<file path="config.mk">
export PLATFORM = sky130hd
export DESIGN_NAME = dec_pipe
export DESIGN_NICKNAME = d
export VERILOG_FILES = /design/src/rtl/dec_pkg.sv /design/src/rtl/dec_pipe_skid.sv /design/src/rtl/dec_pipe.sv
export SDC_FILE = /design/constraint.sdc
export NUM_CORES = 1
export LEC_CHECK = 0
export CAP_MARGIN = 25
export CORE_MARGIN = 2
export CORE_UTILIZATION = 33
export CTS_BUF_LIST = sky130_fd_sc_hd__clkbuf_8
export CTS_CLUSTER_SIZE = 14
export DETAILED_ROUTE_END_ITERATION = 10
export GPL_TIMING_DRIVEN = 1
export HOLD_SLACK_MARGIN = 0.03
export PLACE_DENSITY = 0.53
export SLEW_MARGIN = 20
export SYNTH_ARGS = -nofsm -noshare
export SYNTH_HDL_FRONTEND = slang
export SYNTH_SLANG_ARGS = --single-unit
export TNS_END_PERCENT = 5
</file>
<file path="constraint.sdc">
create_clock -name clk -period 1.65 [get_ports clk]
set_clock_uncertainty 0.1 [all_clocks]
set_input_delay 0.33 -clock clk [delete_from_list [all_inputs] [get_ports clk]]
set_output_delay 0.33 -clock clk [all_outputs]
set_load 0.03 [all_outputs]
</file>
<file path="src/rtl/dec_pkg.sv">
// Shared types and the per-bit decode function for the dec_pipe stage.
// Optional build macro used by dec_pipe: DEC_PIPE_RANGE_CHK_EN.
package dec_pkg;

  typedef enum logic [1:0] {
    MODE_ONEHOT = 2'b00,
    MODE_THERM  = 2'b01,
    MODE_MASK   = 2'b10,
    MODE_RSVD   = 2'b11
  } mode_t;

  // Occupancy of the output register plus skid entry.
  typedef enum logic [1:0] {
    OCC_EMPTY = 2'b00,
    OCC_ONE   = 2'b01,
    OCC_TWO   = 2'b10
  } occ_t;

  // One output bit of the decode: bit i of f(x, mode). Written per bit so the
  // caller can expand it with a generate loop for any width. An index beyond
  // the vector width falls out naturally: no onehot bit matches, every therm
  // bit satisfies i <= x, and every mask bit is set.
  function automatic logic dec_f(input int unsigned x, input mode_t mode,
                                 input int unsigned i);
    logic b;
    b = 1'b0;
    case (mode)
      MODE_ONEHOT: b = (x == i);
      MODE_THERM:  b = (i <= x);
      MODE_MASK:   b = (x != i);
      default:     b = 1'b0;
    endcase
    return b;
  endfunction

endpackage

</file>
<file path="src/rtl/dec_pipe_skid.sv">
// Generic two-entry registered skid buffer: output register plus one skid
// entry, with a registered upstream ready that never looks at downstream ready.
module dec_pipe_skid
  import dec_pkg::*;
#(
  parameter int DW = 8
) (
  input  logic          clk,
  input  logic          arst_n,
  input  logic          in_vld_i,
  input  logic [DW-1:0] in_data_i,
  output logic          in_rdy_o,
  output logic          out_vld_o,
  output logic [DW-1:0] out_data_o,
  input  logic          out_rdy_i
);

  occ_t          state_q, state_d;
  logic [DW-1:0] out_data_q, out_data_d;
  logic [DW-1:0] skid_data_q, skid_data_d;
  logic          accept, consume;

  // Ready and valid come straight from the occupancy register.
  assign in_rdy_o   = (state_q != OCC_TWO);
  assign out_vld_o  = (state_q != OCC_EMPTY);
  assign out_data_o = out_data_q;

  assign accept  = in_vld_i && (state_q != OCC_TWO);
  assign consume = out_rdy_i && (state_q != OCC_EMPTY);

  // Next occupancy and data moves; data only loads when a beat lands there.
  always_comb begin
    state_d     = state_q;
    out_data_d  = out_data_q;
    skid_data_d = skid_data_q;
    case (state_q)
      OCC_EMPTY: begin
        if (accept) begin
          state_d    = OCC_ONE;
          out_data_d = in_data_i;
        end
      end
      OCC_ONE: begin
        if (accept && consume) begin
          out_data_d = in_data_i;
        end else if (accept) begin
          state_d     = OCC_TWO;
          skid_data_d = in_data_i;
        end else if (consume) begin
          // Output data is left as-is; only the valid drops.
          state_d = OCC_EMPTY;
        end
      end
      OCC_TWO: begin
        if (consume) begin
          state_d     = OCC_ONE;
          out_data_d  = skid_data_q;
          skid_data_d = '0;
        end
      end
      default: begin
        state_d = OCC_EMPTY;
      end
    endcase
  end

  // Occupancy and data registers; reset empties both entries immediately.
  always_ff @(posedge clk or negedge arst_n) begin
    if (!arst_n) begin
      state_q     <= OCC_EMPTY;
      out_data_q  <= '0;
      skid_data_q <= '0;
    end else begin
      state_q     <= state_d;
      out_data_q  <= out_data_d;
      skid_data_q <= skid_data_d;
    end
  end

endmodule

</file>
<file path="src/rtl/dec_pipe.sv">
// Pipelined index decoder (one-hot / thermometer / mask) with a registered
// two-entry skid buffer on the output. Defining DEC_PIPE_RANGE_CHK_EN adds
// o_err, flagging an out-of-range index or reserved mode, carried with its data.
module dec_pipe
  import dec_pkg::*;
#(
  parameter int N = 8,
  parameter int W = $clog2(N)
) (
  input  logic         clk,
  input  logic         arst_n,
  input  logic         i_vld,
  input  logic [W-1:0] i_x,
  input  logic [1:0]   i_mode,
  output logic         o_rdy,
  output logic         o_vld,
  output logic [N-1:0] o_y,
  input  logic         i_rdy
`ifdef DEC_PIPE_RANGE_CHK_EN
  ,
  output logic         o_err
`endif
);

  logic [N-1:0] dec_y;

  // Combinational decode ahead of the registers, one bit per generate slice.
  genvar gi;
  for (gi = 0; gi < N; gi++) begin : g_dec
    assign dec_y[gi] = dec_f(32'(i_x), mode_t'(i_mode), gi);
  end

`ifdef DEC_PIPE_RANGE_CHK_EN
  localparam int DW = N + 1;
  logic          dec_err;
  logic [DW-1:0] in_data, out_data;

  assign dec_err      = (32'(i_x) >= N) || (mode_t'(i_mode) == MODE_RSVD);
  assign in_data      = {dec_err, dec_y};
  assign {o_err, o_y} = out_data;
`else
  localparam int DW = N;
  logic [DW-1:0] in_data, out_data;

  assign in_data = dec_y;
  assign o_y     = out_data;
`endif

  dec_pipe_skid #(
    .DW(DW)
  ) u_skid (
    .clk        (clk),
    .arst_n     (arst_n),
    .in_vld_i   (i_vld),
    .in_data_i  (in_data),
    .in_rdy_o   (o_rdy),
    .out_vld_o  (o_vld),
    .out_data_o (out_data),
    .out_rdy_i  (i_rdy)
  );

endmodule
</file>
==> impl_metrics.py <==
metrics = {
    "cells_and_area": {
        "fillers": 327,
        "drive_gt1_frac": 0.375,
        "antenna_cells": 0,
        "layout.cells.non_filler": 206,
        "area_growth_pct": 45.1,
        "nNetsFinal": 170,
        "final_util": 0.490,
    },
    "route": {
        "routedWlPerCell_um": 13.2,
        "dr_total_vias": 1013,
        "drcViolationCount": 0,
        "firstDrtPassIters": 4,
        "vias_per_cell": 4.92,
        "ant_nets": 0,
        "drt_iter0_drc": 52,
        "wl_um": 2720,
    },
    "clocking": {
        "cts_tree": "yes",
        "postCtsHoldBufs": 0,
        "path_clk_slew_ns": 0.07,
        "clk_latency_ns": 0.26,
        "root_buffer": "clkbuf_8",
        "numClockSinks": 18,
        "cts.path.max_buffers": 2,
        "htreeDepth": 1,
        "cts_buffers": 3,
    },
    "global_routing": {
        "overflow": 0,
        "grt_pass1_wl_um": 4310,
        "antenna_found_initial": 0,
        "grt_pass1_vias": 971,
        "grt_max_degree": 19,
        "grt_usage": 0.155,
    },
    "sta": {
        "setup_viol": 0,
        "max_freq_mhz": 625,
        "setup_slack_ns": 0.0496,
        "final_hold_viol_count": 0,
        "slew_viol_final": 0,
        "min_period_over_period": 0.970,
        "relSlewSlack": 0.735,
        "worst_slew_pin_slew_ns": 0.397,
        "finalCriticalPeriod_ns": 1.60,
        "rsz0062_at_grt": "true",
    },
    "synthesis": {
        "synth_top_family_by_area": "simple AND/OR/NAND/NOR gates",
        "synth-async-reset-ratio": 1.00,
        "synth_adder_area_share": 0,
        "ys.flop_type": "dfrtp_1",
        "syn_nets": 124,
        "avgSynthCellArea_um2": 9.65,
        "synth.largest_area_cell": "dfrtp_1",
        "synth_edf_count": 0,
        "synth.mux.area_fraction": 0.0981,
        "synth_top_cell_area_share": 0.406,
        "synthSimpleGateAreaFrac": 0.242,
        "syn_inst": 115,
        "synth_compound_area_frac": 0.201,
        "ys_types": 34,
        "synth_warnings": 0,
        "synth-xor-area-share": 0,
        "synth-seq-area-share": 0.406,
        "ys_ff_latch": 18,
        "ys_top_cells_by_area": "dfrtp_1 (41%), mux2_2 (7.1%), a21oi_1 (4.1%)",
        "syn_area_um2": 1110,
    },
    "floorplanning": {
        "start_util": 0.338,
        "die-width_um": 62.0,
        "rows": 21,
        "die_y_um": 62.0,
        "core-area_um2": 3280,
        "die_area_um2": 3840,
        "io-pin-count": 19,
    },
    "status": {
        "status": "complete, no violations",
    },
    "power_and_ir_drop": {
        "p_total_mw": 1.80,
        "p_int_mw": 1.17,
        "p_per_area_nw_per_um2": 1120,
        "p_clk_frac": 0.204,
        "pwr-share-comb": 0.412,
        "ir_drop_mv": 0.483,
        "leakage_nw": 0.742,
        "p_seq_frac": 0.384,
        "net-switching-power_mw": 0.625,
        "switching_share": 0.347,
    },
    "critical_path": {
        "cp.required_ns": 1.75,
        "cp-end-kind": "flip-flop",
        "ff2ff_setup_slack_ns": 0.05,
        "slowest_stage": "dlygate4sd2_1",
        "critPathMaxFanout": 8,
        "slowest_delay_ns": 0.35,
        "worstReg2RegEnd": "u_skid.out_data_o[3]",
        "start_kind": "input port",
        "reg2regPathDepth": 5,
        "startpoint": "i_x[2]",
        "worstPathArrival_ns": 1.70,
        "crit_chain": "dlygate4sd2_1 > buf_4 > buf_4 > o21a_1 > nor4_2 > mux2_2",
        "cpMostUsedCell": "buf_4",
        "r2r-start": "u_skid.state_q[0]",
        "critical_path_class": "in2reg",
    },
    "place": {
        "hpwl_um": 2050,
        "gp_congestion": 0.778,
        "pre_cts_ws_ns": -0.449,
        "dp.cells": 202,
        "numPortBuffers": 18,
    },
    "flow_run": {
        "cap_violations": 0,
    },
    "min_path": {
        "worst_hold_path_type": "in2async",
    },
}
==> how the worst max path moves through the flow <==
stage,end,slack (ns),depth (start not counted)
after global routing,u_skid.out_data_o[6],-0.01,5
after detailed placement,u_skid.skid_data_q[3],-0.45,6
after global placement,u_skid.skid_data_q[0],-0.44,6
after CTS,u_skid.out_data_o[3],-0.08,6
after floorplan,u_skid.out_data_o[3],0.1,5
final,u_skid.skid_data_q[2],0.05,6
==> cells in the final DEF (no fill, tap or decap), types with 2 or more instances in the layout <==
cell type,n
o21ai_0,3
mux2_2,7
a221oi_1,2
nor2b_1,5
nor2_1,8
a211oi_2,2
nand2_1,12
or2_2,2
o21a_1,4
clkdlybuf4s50_1,2
dlygate4sd2_1,13
dfrtp_1,18
mux2_4,2
buf_4,28
clkbuf_8,4
nor2_2,2
o22a_1,5
and3b_1,4
a21oi_1,8
nand3_1,2
buf_6,3
nor3_1,2
nand2b_1,3
a21oi_2,2
==> layout make-up <==
| cell class | count | area, um^2 | area share |
|---|---|---|---|
| multi-input combinational | 89 | 646 | 0.401 |
| sequential | 18 | 450 | 0.280 |
| timing repair buffer | 48 | 395 | 0.246 |
| tap | 46 | 57.6 | 0.0357 |
| clock buffer | 4 | 55.1 | 0.0342 |
| inverter | 1 | 6.26 | 0.00389 |
==> state kept, by name, summed over array words and instances (netlist names) <==
name and flops:
u_skid.out_data_o 8, u_skid.state_q 2, u_skid.skid_data_q 8
==> stage by stage <==
stage / instance area, um^2 / hold WS (ns) / setup TNS, ns
after global placement: 1520 / 0.362 / -5.07
after detailed placement: 1520 / 0.377 / -5.70
after global routing: 1610 / 0.309 / -0.0236
after floorplan: 1110 / -0.0656 / 0
final: 1610 / 0.295 / 0
after CTS: 1580 / 0.301 / -0.170
==> cells in the mapped netlist (all sizes together) (2+ instances only) <==
master	n
dfrtp	18
nand2	13
a21oi	10
nor2	10
mux2	9
buf	7
nor2b	5
o22a	5
and3b	4
o21a	4
a221oi	3
nand2b	3
nor3	3
o21ai	3
a211oi	2
nand3	2
or2	2
==> critical path, delay by kind of cell <==
kind	cells	cell delay, ns
and+or+nand+nor	1	0.30
muxes	1	0.20
buffers and inverters	3	0.69
AOI/OAI and AO/OA	1	0.17
==> power groups by stage <==
stage               Clock (mW)  Sequential (mW)  Combinational [mW]
finish                   0.366            0.691               0.741
global route             0.409            0.711               0.802
CTS                      0.379            0.693               0.743
detailed placement           0            0.703               0.784
global placement             0            0.693               0.771
floorplan                    0            0.814               0.341
==> logic make-up after synthesis <==
group,Yosys count
flops,18
simple gates,48
buf+inv,8
mux,9
compound gates,32
==> layer usage <==
layer	vias up	track usage	wire length, um
met1	485	0.211	1360
met5	-	0	0
met3	7	0.0311	83
met2	16	0.237	1220
li1	505	-	-
met4	0	0.0729	63
==> timing repair <==
| action | in CTS | in global routing |
|---|---|---|
| buffers inserted | 0 | 0 |
| endpoints found under the hold margin | 0 | 0 |
| resized for setup | 20 | 11 |
| pin swaps | 0 | 1 |
| endpoints found under the setup margin | 23 | 14 |
(Power assumes the default switching activity.)
